--- config.mk ---
export PLATFORM = sky130hd
export DESIGN_NAME = merge_sequencer
export DESIGN_NICKNAME = d
export VERILOG_FILES = /design/src/rtl/merge_sequencer.sv
export SDC_FILE = /design/constraint.sdc
export NUM_CORES = 1
export LEC_CHECK = 0
export CORE_UTILIZATION = 42
export CTS_BUF_LIST = sky130_fd_sc_hd__clkbuf_8
export CTS_CLUSTER_SIZE = 20
export DETAILED_ROUTE_END_ITERATION = 8
export PLACE_DENSITY = 0.82
export SYNTH_ARGS = -nofsm -noshare
export SYNTH_HDL_FRONTEND = slang
export SYNTH_SLANG_ARGS = --single-unit
--- constraint.sdc ---
create_clock -name clock_i -period 1.65 [get_ports clock_i]
set_input_delay 0.165 -clock clock_i [delete_from_list [all_inputs] [get_ports clock_i]]
set_output_delay 0.165 -clock clock_i [all_outputs]
set_load 0.02 [all_outputs]
--- src/rtl/merge_sequencer.sv ---
// Sequencer for one radix-RADIX merge on a registered merger tree: holds one head per lane,
// strobes the merger, pops the winning lane and emits the ascending stream over valid/ready.
module merge_sequencer #(
  parameter int COORD_BITS = 8,
  parameter int RADIX      = 4,
  parameter int CNT_BITS   = 16
) (
  input  logic                          clock_i,
  input  logic                          reset_i,
  input  logic                          start_i,
  input  logic [RADIX-1:0]              lane_en_i,
  input  logic [RADIX-1:0]              lane_valid_i,
  input  logic [RADIX*COORD_BITS-1:0]   lane_coord_i,
  input  logic [RADIX-1:0]              lane_last_i,
  output logic [RADIX-1:0]              lane_ready_o,
  output logic [RADIX*COORD_BITS-1:0]   mrg_coord_in_o,
  output logic                          mrg_selected_o,
  input  logic [COORD_BITS-1:0]         mrg_coord_i,
  input  logic [RADIX-1:0]              mrg_fetch_next_i,
  output logic                          out_valid_o,
  input  logic                          out_ready_i,
  output logic [COORD_BITS-1:0]         out_coord_o,
  output logic                          out_last_o,
  output logic [CNT_BITS-1:0]           elem_count_o,
  output logic                          done_o,
  output logic                          err_o
);

  typedef enum logic [2:0] {
    S_IDLE  = 3'd0,
    S_FILL  = 3'd1,
    S_ISSUE = 3'd2,
    S_WAIT  = 3'd3,
    S_EMIT  = 3'd4,
    S_DONE  = 3'd5
  } state_e;

  localparam logic [COORD_BITS-1:0] SENTINEL = {COORD_BITS{1'b1}};

  state_e                              state_q, state_d;
  logic [RADIX-1:0][COORD_BITS-1:0]    head_coord_q, head_coord_d;
  logic [RADIX-1:0]                    head_full_q, head_full_d;
  logic [RADIX-1:0]                    head_last_q, head_last_d;
  logic [RADIX-1:0]                    lane_done_q, lane_done_d;
  logic [COORD_BITS-1:0]               out_coord_q, out_coord_d;
  logic                                out_last_q, out_last_d;
  logic [CNT_BITS-1:0]                 elem_count_q, elem_count_d;
  logic                                err_q, err_d;

  logic [RADIX-1:0]                    accept_s;
  logic                                sentinel_hit_s;
  logic                                win_last_s;
  logic                                others_done_s;

  function automatic logic is_onehot(input logic [RADIX-1:0] v);
    return (v != '0) && ((v & (v - {{(RADIX-1){1'b0}}, 1'b1})) == '0);
  endfunction

  always_ff @(posedge clock_i) begin
    if (reset_i) begin
      state_q      <= S_IDLE;
      head_coord_q <= '0;
      head_full_q  <= '0;
      head_last_q  <= '0;
      lane_done_q  <= '0;
      out_coord_q  <= '0;
      out_last_q   <= 1'b0;
      elem_count_q <= '0;
      err_q        <= 1'b0;
    end else begin
      state_q      <= state_d;
      head_coord_q <= head_coord_d;
      head_full_q  <= head_full_d;
      head_last_q  <= head_last_d;
      lane_done_q  <= lane_done_d;
      out_coord_q  <= out_coord_d;
      out_last_q   <= out_last_d;
      elem_count_q <= elem_count_d;
      err_q        <= err_d;
    end
  end

  // Ready and merger inputs depend on registered state only, never on lane inputs.
  always_comb begin
    lane_ready_o   = '0;
    mrg_coord_in_o = {(RADIX*COORD_BITS){1'b1}};
    if (state_q == S_FILL) begin
      lane_ready_o = ~head_full_q & ~lane_done_q;
    end else begin
      lane_ready_o = '0;
    end
    for (int i = 0; i < RADIX; i++) begin
      if (head_full_q[i]) begin
        mrg_coord_in_o[i*COORD_BITS +: COORD_BITS] = head_coord_q[i];
      end else begin
        mrg_coord_in_o[i*COORD_BITS +: COORD_BITS] = SENTINEL;
      end
    end
  end

  always_comb begin
    accept_s       = lane_valid_i & lane_ready_o;
    sentinel_hit_s = 1'b0;
    for (int i = 0; i < RADIX; i++) begin
      if (accept_s[i] && (lane_coord_i[i*COORD_BITS +: COORD_BITS] == SENTINEL)) begin
        sentinel_hit_s = 1'b1;
      end else begin
        sentinel_hit_s = sentinel_hit_s;
      end
    end
    win_last_s    = |(mrg_fetch_next_i & head_last_q);
    others_done_s = &(lane_done_q | mrg_fetch_next_i);
  end

  always_comb begin
    state_d      = state_q;
    head_coord_d = head_coord_q;
    head_full_d  = head_full_q;
    head_last_d  = head_last_q;
    lane_done_d  = lane_done_q;
    out_coord_d  = out_coord_q;
    out_last_d   = out_last_q;
    elem_count_d = elem_count_q;
    err_d        = err_q;
    case (state_q)
      S_IDLE: begin
        if (start_i) begin
          head_full_d  = '0;
          head_last_d  = '0;
          lane_done_d  = ~lane_en_i;
          elem_count_d = '0;
          err_d        = 1'b0;
          out_last_d   = 1'b0;
          state_d      = S_FILL;
        end else begin
          state_d = S_IDLE;
        end
      end
      S_FILL: begin
        for (int i = 0; i < RADIX; i++) begin
          if (accept_s[i]) begin
            head_coord_d[i] = lane_coord_i[i*COORD_BITS +: COORD_BITS];
            head_full_d[i]  = 1'b1;
            head_last_d[i]  = lane_last_i[i];
          end else begin
            head_full_d[i]  = head_full_q[i];
          end
        end
        // Heads accepted this cycle count toward readiness so an element needs only 4 cycles.
        if (sentinel_hit_s) begin
          err_d   = 1'b1;
          state_d = S_DONE;
        end else if (&(head_full_d | lane_done_q)) begin
          state_d = (&lane_done_q) ? S_DONE : S_ISSUE;
        end else begin
          state_d = S_FILL;
        end
      end
      S_ISSUE: begin
        state_d = S_WAIT;
      end
      S_WAIT: begin
        if (is_onehot(mrg_fetch_next_i)) begin
          out_coord_d = mrg_coord_i;
          head_full_d = head_full_q & ~mrg_fetch_next_i;
          lane_done_d = lane_done_q | (mrg_fetch_next_i & head_last_q);
          out_last_d  = win_last_s & others_done_s;
          state_d     = S_EMIT;
        end else begin
          err_d   = 1'b1;
          state_d = S_DONE;
        end
      end
      S_EMIT: begin
        if (out_ready_i) begin
          elem_count_d = elem_count_q + {{(CNT_BITS-1){1'b0}}, 1'b1};
          state_d      = out_last_q ? S_DONE : S_FILL;
        end else begin
          state_d = S_EMIT;
        end
      end
      S_DONE: begin
        state_d = S_IDLE;
      end
      default: begin
        state_d = S_IDLE;
      end
    endcase
  end

  assign mrg_selected_o = (state_q == S_ISSUE);
  assign out_valid_o    = (state_q == S_EMIT);
  assign done_o         = (state_q == S_DONE);
  assign out_coord_o    = out_coord_q;
  assign out_last_o     = out_last_q;
  assign elem_count_o   = elem_count_q;
  assign err_o          = err_q;

endmodule

# ---- After elaboration in Yosys (flattened, before gate mapping)
# Cells that the tools add are included.
dict set report totals {
  register_bits 73
  input_bits 60
  output_inout_bits 65
  wordCells 122
}
dict set report op_classes {
  addsub 2
  eq_ne 18
  muxes 45
  bitwise_logic 13
  reduce_logical 29
}
# op n
set op_table {}
lappend op_table {{equality test 8 bit (second input constant)} 4}
lappend op_table {{2-to-1 mux 16 bit} 2}
lappend op_table {{2-to-1 mux 8 bit} 4}
lappend op_table {{case mux 16 bit (2 select lines)} 1}
lappend op_table {{2-to-1 mux 1 bit} 22}
lappend op_table {{AND reduction 3 bit} 7}
lappend op_table {{AND 4 bit} 5}
lappend op_table {{2-to-1 mux 4 bit} 5}
lappend op_table {{adder 16 x 1 -> 16 bit (second input constant)} 1}
lappend op_table {{!= test 2 bit (second input constant)} 8}
lappend op_table {{NOT 4 bit} 4}
lappend op_table {{case mux 4 bit (2 select lines)} 2}
lappend op_table {{AND reduction 4 bit} 4}
lappend op_table {{2-to-1 mux 3 bit} 5}
lappend op_table {{case mux 3 bit (5 select lines)} 1}
lappend op_table {{bitwise OR 4 bit} 3}
lappend op_table {{case mux 4 bit (3 select lines)} 1}
lappend op_table {{AND reduction 2 bit} 5}
lappend op_table {{equality test 3 x 2 -> 1 bit (second input constant)} 2}
lappend op_table {{equality test 3 bit (second input constant)} 2}
lappend op_table {{nonzero test 2 bit} 3}
lappend op_table {{logical AND 1 bit} 5}
lappend op_table {{logical NOT 4 bit} 1}
lappend op_table {{nonzero test 4 bit} 1}
lappend op_table {{9 further kinds} 9}

# ---- Logic depth before layout (Yosys ltp)
# Gate-level depths: netlist of the first run.
dict set report logic_depth {
  ltp_word 11
  depth_mapped 7
  mapped_depth_nobuf 5
}

# ---- Least setup slack after synthesis of the first run
# OpenSTA, ideal clock, no wires.
dict set report synth_timing {
  path_type {register to register}
  startpoint {register state_q[0]}
  endpoint {register state_q[0]}
  setup_ps 117
  t_arrival_ps 1537
  t_required_ps 1533
  setup_slack_ps -3
  stages_incl_launch_ff 7
  path_buffers 1
  period_less_slack_ps 1653
  cell_sequence {dfxtp_1 -> buf_2 -> nor3b_4 -> nand2_1 -> a2111oi_2 -> nand4_1 -> a22o_1}
}
dict set report synth_via {
  elab_chain_cells 10
  word_cells_on_any_way 28
  classes_between {eq/ne: 4; mux: 16; bitwise: 2; reduce/logical: 6}
}
# item line
set synth_rtl {}
lappend synth_rtl {{start, declared} 40} ;# state_e state_q, state_d;
lappend synth_rtl {{start signal, assigned} 71} ;# state_q <= state_d;
lappend synth_rtl {{equality test 3 x 1 -> 1 bit} {87, 125}}
lappend synth_rtl {{2-to-1 mux 4 bit} 87} ;# if (state_q == S_FILL) begin
lappend synth_rtl {{AND 4 bit} 102} ;# accept_s = lane_valid_i & lane_ready_o;
lappend synth_rtl {{2-to-1 mux 1 bit / logical AND 1 bit (equally long branches)} {141, 105}}
lappend synth_rtl {{2-to-1 mux 1 bit, on equally long branches} {125, 105}}
lappend synth_rtl {{bitwise OR 4 bit / 2-to-1 mux 1 bit (equally long branches)} {153, 105}}
lappend synth_rtl {{AND reduction 4 bit / 2-to-1 mux 1 bit (equally long branches)} {153, 105}}
lappend synth_rtl {{2-to-1 mux 3 bit / 2-to-1 mux 1 bit (equally long branches)} {153, 105}}
lappend synth_rtl {{2-to-1 mux 3 bit} 150} ;# if (sentinel_hit_s) begin
lappend synth_rtl {{case mux 3 bit (5 select lines) (*)} 125} ;# case (state_q)
# Every way passes the cells marked *; elsewhere a longest branch is shown, timed or not. The select of a mux whose other input is x is not followed.
# A chain may end at the register's enable or synchronous reset.

# ---- Worst setup path in the final report of the first run
# Same ends and word-level chain as after synthesis.

==> summary.txt, run 1 <==
status: finished with violations
failing checks: setup timing
Cell Area, Synth: 3390 um^2
GP Congestion: 0.915
static leakage: 2.12 nW
ys flop type: dfxtp_1
Clk pwr share: 33.0%
final setup violating endpoints: 1
cell family with most CP delay: compound AO/OA/AOI/OAI gates
vias in the first global route: 3311
synthesized instance count: 382
Hold Path Cell Cnt: 2
Worst-Skew Late Latency: 350 ps
Worst EP required: 1880 ps
Comb pwr share: 21.9%
sequential share of power: 45.1%
Die Ht: 91.9 um
Hold WS: 169 ps
worst-case clock buffer depth: 2
post-synthesis sequential area ratio: 43.1%
Register Area: 1470 um^2
io pins: 125
residual DRC count: 0
switching share of power: 28.7%
maxcap violations: 0
Slew Viols, Final: 0
CTS tree: yes
# placed instances: 628
Die X-Extent: 91.9 um
CTS Sinks: 73
r2r endpoint: state_q[0]
vias per inst: 5.21
crit start category: flip-flop
final worst setup slack: -25.6 ps
kind of critical path: flip-flop to flip-flop
Filler Cells Inserted: 647
Peak VDD IR: 0.000457 V
Psw: 0.00120 W
ANT nets after route: 0
GRT overflow: 0
Worst Hold End: head_coord_q[0]
FFs w/ async S/R, synth: 0%
initial antenna violation count: 0
max incr delay on CP: 390 ps
Final Critical Period: 1680 ps
FF-to-FF setup slack: -30 ps
Crit Reg-Reg Startpoint: state_q[0]
TNS Setup: -25.6 ps
reg2reg path depth: 5
Worst-path clk slew: 70 ps
DRT Wirelength: 9340 um
arrival time worst endpoint: 1900 ps
Synth Warn #: 0
crit path max fanout: 5
RSZ-0062 raised after global routing: true
internal cell power: 0.00298 W
HP Start: reset_i
slowest CP cell: a2111oi_4
HPWL Detailed: 6960 um
Root Driver: clkbuf_8
Post-Syn Nets: 443
number of flops mapped to enable cells by yosys: 0
Area growth, synth to finish: 54.0%
share of cells above drive strength 1: 16.5%
Max H-tree Level: 3
# diodes: 0
CP bufs+invs: 0
Worst setup EP type: flip-flop
Num CTS Buffers: 9
largest net degree at the start of global routing: 30
final period utilization: 102%
Starting Density: 43.7%
Core Box Area: 7770 um^2
Total Routing Usage GR: 22.3%
PD cells: 801 nW/um^2
first-pass GRT wire length: 15000 um
Seq cells post-synth: 73
syn_area_per_cell: 8.88 um^2
Layout Cells excl Fill: 646
via count: 3363
Final nets: 600
Clock Skews: 13.8 ps
number of I/O port buffers: 124
row cnt: 32
Pwr Total: 0.00419 W
worst path cell trace: nor3b_4, a21boi_1, a2111oi_4, nand4_1, a22o_1
Netlist cell types: 45
drt pass-1 iters: 4
Iteration-0 DRC Markers: 144
Max Clk Rate: 597 MHz
Slew @ Worst Pin: 431 ps
Hold WC Path Type: input pin to flip-flop
Hold Vio Cnt, Final: 0
area taken by multi-input logic gates: 1890 um^2
Slew headroom: 71.3%
die area: 8440 um^2
detailed-route wire length per cell: 14.5 um
## how the worst max path moves through the flow
stage,slack [ps],endpoint,startpoint,depth (start not counted)
finish,-30,state_q[0],state_q[0],5
detailed placement,-430,lane_done_q[2],mrg_fetch_next_i[2],7
global placement,-330,lane_done_q[2],mrg_fetch_next_i[2],7
floorplan,3,state_q[0],state_q[0],6
CTS,-7,lane_ready_o[3],state_q[2],4
global route,-70,state_q[0],state_q[0],5
## synth_stat cells (2+ instances only)
library cell,count,area share [%]
nor4_1,3,0.55
nand3b_1,4,0.89
o22a_1,2,0.52
nand2b_1,33,6.1
a21oi_1,13,1.9
or4b_1,2,0.59
nand4_1,15,2.8
dfxtp_1,73,43
a211oi_1,5,1.1
nand3_1,10,1.5
or3_1,4,0.74
o22ai_1,2,0.37
mux2i_1,44,13
nor2_1,65,7.2
xnor2_1,10,2.6
nand2_1,20,2.2
inv_1,8,0.89
a32o_1,2,0.59
a31oi_1,4,0.74
and3_1,3,0.55
or2_2,5,0.92
nor3_1,7,1.0
buf_4,2,0.44
buf_2,7,1.0
o21ai_0,5,0.74
a21boi_0,3,0.66
and2_1,3,0.55
clkbuf_1,11,1.2
## registers in the layout (all words and copies together) (netlist names)
name          flops
err_o             1
out_last_o        1
head_full_q       4
state_q           3
head_last_q       4
head_coord_q     32
out_coord_o       8
elem_count_o     16
lane_done_q       4
## area by class of cell
cell class / count / share of cell area, %
Clock inverter: 7 / 1.37
Clock buffer: 9 / 2.37
Inverter: 8 / 0.575
Tap cell: 102 / 2.44
Timing Repair Buffer: 166 / 29.1
Sequential cell: 73 / 28.1
Multi-Input combinational cell: 281 / 36.1
## timing repair
item                                    4_1_cts  5_1_grt
gates cloned                                  0        0
setup buffers                                 1        1
pin swaps                                     2       11
hold buffers                                  0        0
resized for setup                            64       19
endpoints found under the setup margin       56       32
## placed cells by master (no fill, tap or decap), types with 3 or more instances in the layout
master / n
nand3_2: 4
nand4_1: 15
inv_1: 9
xnor2_1: 10
clkdlybuf4s50_1: 79
a211oi_1: 5
or3_1: 4
a21oi_1: 13
dlymetal6s2s_1: 3
nand2_1: 19
nand2b_1: 33
o21ai_0: 5
nor2_1: 65
clkbuf_2: 3
clkbuf_8: 9
or2_2: 5
nand3_1: 6
nor3_1: 6
mux2i_1: 44
dfxtp_1: 70
a31oi_1: 4
nand3b_1: 4
buf_4: 39
dlygate4sd2_1: 35
## metal layers
| metal | wire length, um | global-route usage, % | vias to the layer above |
|---|---|---|---|
| met5 | 0 | 0 | - |
| li1 | - | - | 1640 |
| met4 | 139 | 8.20 | 0 |
| met2 | 4630 | 38.5 | 120 |
| met3 | 625 | 5.47 | 12 |
| met1 | 3950 | 26.7 | 1591 |
## worst reg2reg max path: cells and delay by family, from the launching register on
kind,cells,cell delay [ps]
flops,1,370
compound gates,3,810
simple gates,2,390
## power by group through the flow
stage / logic (W) / registers (W) / clock network [W]
after detailed placement: 0.000925 / 0.00193 / 0
final: 0.000915 / 0.00189 / 0.00138
after global placement: 0.000909 / 0.00192 / 0
after CTS: 0.000895 / 0.00189 / 0.00141
after global routing: 0.000978 / 0.00190 / 0.00149
after floorplan: 0.000470 / 0.00190 / 0
## logic make-up (layout without fill, tap and decap cells)
| group | Yosys count | after routing | share of synthesized area [%] |
|---|---|---|---|
| compound gates | 42 | 42 | 8.26 |
| xor+xnor | 11 | 11 | 2.84 |
| fa+ha+maj | 1 | 1 | 0.369 |
| buf+inv | 28 | 190 | 3.58 |
| flops | 73 | 73 | 43.1 |
| mux | 45 | 45 | 13.4 |
| simple gates | 182 | 182 | 28.4 |
## stage by stage
| step | utilization, % | instance area [um^2] | setup WS, ps |
|---|---|---|---|
| after floorplan | - | 3390 | 2.62 |
| after global placement | 64.1 | 4980 | -332 |
| after detailed placement | 64.1 | 4980 | -433 |
| after CTS | 66.7 | 5180 | -6.78 |
| after global routing | 67.3 | 5220 | -69.8 |
| final | 67.3 | 5220 | -25.6 |
Power figures use the tool's default switching activity.
==> inputs of run 2 (changes only) <==
--- a/config.mk
+++ b/config.mk
@@ -5,6 +5,7 @@
 export SDC_FILE = /design/constraint.sdc
 export NUM_CORES = 1
 export LEC_CHECK = 0
+export CORE_MARGIN = 2
 export CORE_UTILIZATION = 42
 export CTS_BUF_LIST = sky130_fd_sc_hd__clkbuf_8
 export CTS_CLUSTER_SIZE = 20
==> summary.txt, run 2 (synthesized netlist as in run 1, its figures left out) <==
Worst-path clk slew: 80 ps (about the same)
drt pass-1 iters: 4 (unchanged)
io pins: 125 (unchanged)
CTS tree: yes
via count: 3357 (-0.18%)
vias in the first global route: 3345 (+1.0%)
residual DRC count: 0 (unchanged)
Max H-tree Level: 3 (unchanged)
static leakage: 2.14 nW (+0.94%)
die area: 8810 um^2 (+4.4%)
ANT nets after route: 0 (unchanged)
DRT Wirelength: 9470 um (+1.4%)
Slew @ Worst Pin: 395 ps (-36.4 ps)
Total Routing Usage GR: 21.7% (-0.56 points)
detailed-route wire length per cell: 14.6 um (+1.3%)
CTS Sinks: 73 (unchanged)
row cnt: 32 (unchanged)
GP Congestion: 0.922 (+0.80%)
largest net degree at the start of global routing: 28 (-6.7%)
# diodes: 0 (unchanged)
Die Ht: 93.9 um (+2.2%)
vias per inst: 5.19 (-0.33%)
Slew headroom: 73.7% (+2.4 points)
CTS hold repair buffers: 0 (unchanged)
kind of critical path: flip-flop to flip-flop
RSZ-0062 raised after global routing: true
max reg flops: 32 (unchanged)
Hold WC Path Type: input pin to flip-flop
final setup violating endpoints: 0 (-1)
final period utilization: 99.1% (-2.4 points)
Finished Cell Area: 5280 um^2 (+1.1%)
worst path cell trace: nor3b_4, buf_6, a21boi_4, a2111oi_4, nand4_1, a22o_1
commonest non-fill, non-tap cell in the layout: clkdlybuf4s50_1
Placed Area: 4990 um^2 (+0.30%)
Die X-Extent: 93.9 um (+2.2%)
most frequent cells in the layout: 81 x clkdlybuf4s50_1, 70 x dfxtp_1, 65 x nor2_1
Starting Density: 43.7% (unchanged)
Core Box Area: 7770 um^2 (unchanged)
Pwr Total: 0.00411 W (-1.9%)
Worst setup EP type: flip-flop
Area growth, synth to finish: 55.8%
Root Driver: clkbuf_8
Filler Cells Inserted: 629 (-2.8%)
Worst EP required: 1890 ps (about the same)
worst-case clock buffer depth: 2 (unchanged)
maxcap violations: 0 (unchanged)
area taken by multi-input logic gates: 1940 um^2 (+3.1%)
HPWL Detailed: 7010 um (+0.80%)
max incr delay on CP: 380 ps (about the same)
Hold Vio Cnt, Final: 0 (unchanged)
Clock Skews: 11.7 ps (-2.15 ps)
Peak VDD IR: 0.000766 V (+67%)
fin util: 68.0% (+0.77 points)
slowest CP cell: dfxtp_4
Final nets: 601 (+0.17%)
TNS Setup: 0 ps (+25.6 ps)
number of I/O port buffers: 124 (unchanged)
PD cells: 777 nW/um^2 (-3.0%)
initial antenna violation count: 0 (unchanged)
first-pass GRT wire length: 15300 um (+1.8%)
Hold WS: 162 ps (-7.10 ps)
Worst-Skew Late Latency: 360 ps (about the same)
Num CTS Buffers: 9 (unchanged)
GRT overflow: 0 (unchanged)
largest register by flop count: head_coord_q
crit path max fanout: 6 (+1)
Max Clk Rate: 612 MHz (+2.5%)
status: complete, no violations
share of cells above drive strength 1: 18.3% (+1.8 points)
crit start category: flip-flop
Slew Viols, Final: 0 (unchanged)
Register Area: 1470 um^2 (unchanged)
Final Critical Period: 1640 ps (-40.4 ps)
Iteration-0 DRC Markers: 177 (+23%)
arrival time worst endpoint: 1880 ps (-20 ps)
## run 2: final timing paths
| path | start | endpoint | slack [ps] | depth (start not counted) |
|---|---|---|---|---|
| setup reg to reg | state_q[2] | state_q[0] | 10 | 6 |
| setup / recovery | state_q[2] | state_q[0] | 10 | 6 |
| hold reg to reg | head_coord_q[30] | head_coord_q[30] | 490 | 2 |
| hold / removal | reset_i | head_coord_q[7] | 160 | 2 |
## run 2: where the power goes
| part | internal (W) | switching (W) | total, W |
|---|---|---|---|
| logic | 0.000472 | 0.000472 | 0.000943 |
| clock network | 0.000588 | 0.000692 | 0.00128 |
| registers | 0.00183 | 0.0000507 | 0.00188 |
## run 2: final cells by class
cell class,instances,share of cell area (%)
clock inverters,6,0.805
well taps,102,2.42
multi-input cells,281,36.8
inverters,8,0.568
clock buffers,10,2.60
flip-flops and latches,73,27.8
repair buffers,167,29.0
## run 2: repair_timing
action,in CTS,in global routing
gates resized for setup,68,26
setup endpoints to repair,47,29
buffers inserted,2,0
hold endpoints to repair,0,0
pin swaps,6,7
## run 2: stage by stage
step                      std cells  worst slack (ps)
after floorplan                 382              2.62
after global placement          630              -298
after detailed placement        630              -404
after CTS                       647              3.90
after global routing            647             -58.7
final                           647              14.7
## run 2: critical path: cells and delay by family, from the launching register on
kind	cells	cell delay (ps)
AO/OA/AOI/OAI	3	630
buffers and inverters	1	160
flip-flops	1	380
AND/OR/NAND/NOR	2	360
## run 2: metal layers
layer  vias up  track usage, %  wire length (um)
li1       1641               -                 -
met1      1572            25.2              3860
met2       131            38.5              4770
met3        13            6.98               718
met4         0            5.80               128
met5         -               0                 0
==> inputs of run 3 (changes only) <==
--- a/config.mk
+++ b/config.mk
@@ -5,8 +5,10 @@
 export SDC_FILE = /design/constraint.sdc
 export NUM_CORES = 1
 export LEC_CHECK = 0
+export CELL_PAD_IN_SITES_DETAIL_PLACEMENT = 0
+export CELL_PAD_IN_SITES_GLOBAL_PLACEMENT = 2
 export CORE_MARGIN = 2
-export CORE_UTILIZATION = 42
+export CORE_UTILIZATION = 24
 export CTS_BUF_LIST = sky130_fd_sc_hd__clkbuf_8
 export CTS_CLUSTER_SIZE = 20
 export DETAILED_ROUTE_END_ITERATION = 8
==> summary.txt, run 3 (synthesized netlist as in run 1, its figures left out) <==
status: finished with violations
failing checks: setup timing
Final Critical Period: 1660 ps (+27.8 ps)
via count: 3418 (+1.8%)
CTS Sinks: 73 (unchanged)
die area: 15100 um^2 (+71%)
vias in the first global route: 3344 (-0.030%)
crit-path most repeated cell: buf_4
Total Routing Usage GR: 14.1% (-7.6 points)
final setup violating endpoints: 1 (+1)
residual DRC count: 0 (unchanged)
Slew Viols, Final: 0 (unchanged)
worst-case clock buffer depth: 2 (unchanged)
internal cell power: 0.00317 W (+9.7%)
HPWL Detailed: 7970 um (+14%)
Crit Reg-Reg Startpoint: state_q[0]
GRT overflow: 0 (unchanged)
crit path max fanout: 3 (-3)
detailed-route wire length per cell: 14.1 um (-3.8%)
Num CTS Buffers: 9 (unchanged)
most frequent cells in the layout: 81 x clkdlybuf4s50_1, 71 x dfxtp_1, 65 x nor2_1
Comb pwr share: 21.9% (-1.1 points)
largest net degree at the start of global routing: 31 (+11%)
commonest non-fill, non-tap cell in the layout: clkdlybuf4s50_1
first-pass GRT wire length: 16300 um (+7.1%)
Worst EP required: 1900 ps (about the same)
Iteration-0 DRC Markers: 148 (-16%)
Peak VDD IR: 0.000330 V (-57%)
Placed Area: 5250 um^2 (+5.1%)
Max Clk Rate: 601 MHz (-1.7%)
GP Congestion: 0.832 (-9.8%)
Die Ht: 123 um (+31%)
Hold WC Path Type: input pin to flip-flop
TNS Setup: -13.1 ps (-13.1 ps)
max reg flops: 32 (unchanged)
# diodes: 0 (unchanged)
final period utilization: 101% (+1.7 points)
Slew headroom: 73.0% (-0.72 points)
Final nets: 623 (+3.7%)
Clk pwr share: 35.6% (+4.4 points)
kind of critical path: input pin to flip-flop
Hold Vio Cnt, Final: 0 (unchanged)
CTS hold repair buffers: 0 (unchanged)
worst path cell trace: clkdlybuf4s50_1, or4b_4, o311ai_2, buf_4, buf_4, o211ai_1, a32o_2
DP Worst Slack: -409 ps (-5.62 ps)
Finished Cell Area: 5560 um^2 (+5.1%)
RSZ-0062 raised after global routing: true
DRT Wirelength: 10500 um (+11%)
Worst-Skew Late Latency: 360 ps (about the same)
Clock Skews: 10.9 ps (-0.742 ps)
slowest CP cell: or4b_4
vias per inst: 4.58 (-12%)
Worst setup EP type: flip-flop
Worst-path clk slew: 80 ps (about the same)
CP Launch Point: mrg_fetch_next_i[1]
Starting Density: 24.5% (-19 points)
reg2reg path depth: 6 (unchanged)
number of I/O port buffers: 124 (unchanged)
crit start category: input pin
r2r endpoint: state_q[1]
final worst setup slack: -13.1 ps (-27.8 ps)
Root Driver: clkbuf_8
Slew @ Worst Pin: 404 ps (+9.61 ps)
CP endpoint: err_o
# placed instances: 729 (+16%)
Area growth, synth to finish: 63.8%
Layout Cells excl Fill: 747 (+15%)
Psw: 0.00125 W (+3.2%)
io pins: 125 (unchanged)
max incr delay on CP: 550 ps (+170 ps)
row cnt: 43 (+34%)
maxcap violations: 0 (unchanged)
FF-to-FF setup slack: 0 ps (about the same)
static leakage: 2.26 nW (+5.4%)
Pwr Total: 0.00442 W (+7.7%)
initial antenna violation count: 0 (unchanged)
arrival time worst endpoint: 1920 ps (+40 ps)
drt pass-1 iters: 4 (unchanged)
switching share of power: 28.3% (-1.3 points)
Core Box Area: 13800 um^2 (+78%)
ANT nets after route: 0 (unchanged)
Max H-tree Level: 3 (unchanged)
PD cells: 796 nW/um^2 (+2.5%)
Die X-Extent: 123 um (+31%)
sequential share of power: 42.6% (-3.2 points)
largest register by flop count: head_coord_q
share of cells above drive strength 1: 21.3% (+3.0 points)
CTS tree: yes
[run 3: layout make-up]
cell class              instances  area [um^2]
well taps                     180          225
clock inverters                 7         93.8
multi-input cells             281         1930
clock buffers                   9          124
repair buffers                189         1680
flip-flops and latches         73         1470
fillers                      1415         8270
inverters                       8         30.0
[run 3: worst min-delay path by stage]
| stage | startpoint | to | slack, ps | cells past startpoint |
|---|---|---|---|---|
| 2_1_floorplan | lane_en_i[0] | lane_done_q[0] | 260 | 1 |
| 3_3_place_gp | reset_i | state_q[2] | 410 | 2 |
| 5_1_grt | reset_i | state_q[2] | 20 | 2 |
| 4_1_cts | reset_i | state_q[2] | 8 | 2 |
| 6_report | reset_i | state_q[2] | 40 | 2 |
| 3_5_place_dp | reset_i | state_q[2] | 410 | 2 |
[run 3: through the flow]
stage / hold WS, ps / utilization, %
after floorplan: 262 / -
after global placement: 410 / 38.0
after detailed placement: 410 / 38.0
after CTS: 7.65 / 39.6
after global routing: 20.7 / 40.2
final: 39.8 / 40.2
[run 3: power by group through the flow]
stage | combinational, W | sequential (W) | clock [W]
2_1_floorplan | 0.000470 | 0.00190 | 0
3_3_place_gp | 0.000984 | 0.00192 | 0
3_5_place_dp | 0.000993 | 0.00192 | 0
4_1_cts | 0.000964 | 0.00188 | 0.00164
5_1_grt | 0.00104 | 0.00189 | 0.00172
6_report | 0.000967 | 0.00188 | 0.00157
[run 3: timing repair]
action	4_1_cts	5_1_grt
setup endpoints to repair	48	45
gates resized for setup	67	28
gates cloned	0	0
pin swaps	4	9
buffers inserted	1	1
[run 3: critical path, delay by kind of cell]
kind	cells	cell delay, ps
AOI/OAI and AO/OA	3	480
buffers and inverters	3	730
and+or+nand+nor	1	550
[run 3: layer usage]
| layer | global-route usage (%) | share of wire (%) |
|---|---|---|
| met5 | 0 | 0 |
| met4 | 4.45 | 1.1 |
| met3 | 4.46 | 5.1 |
| met2 | 24.0 | 49 |
| met1 | 16.9 | 44 |
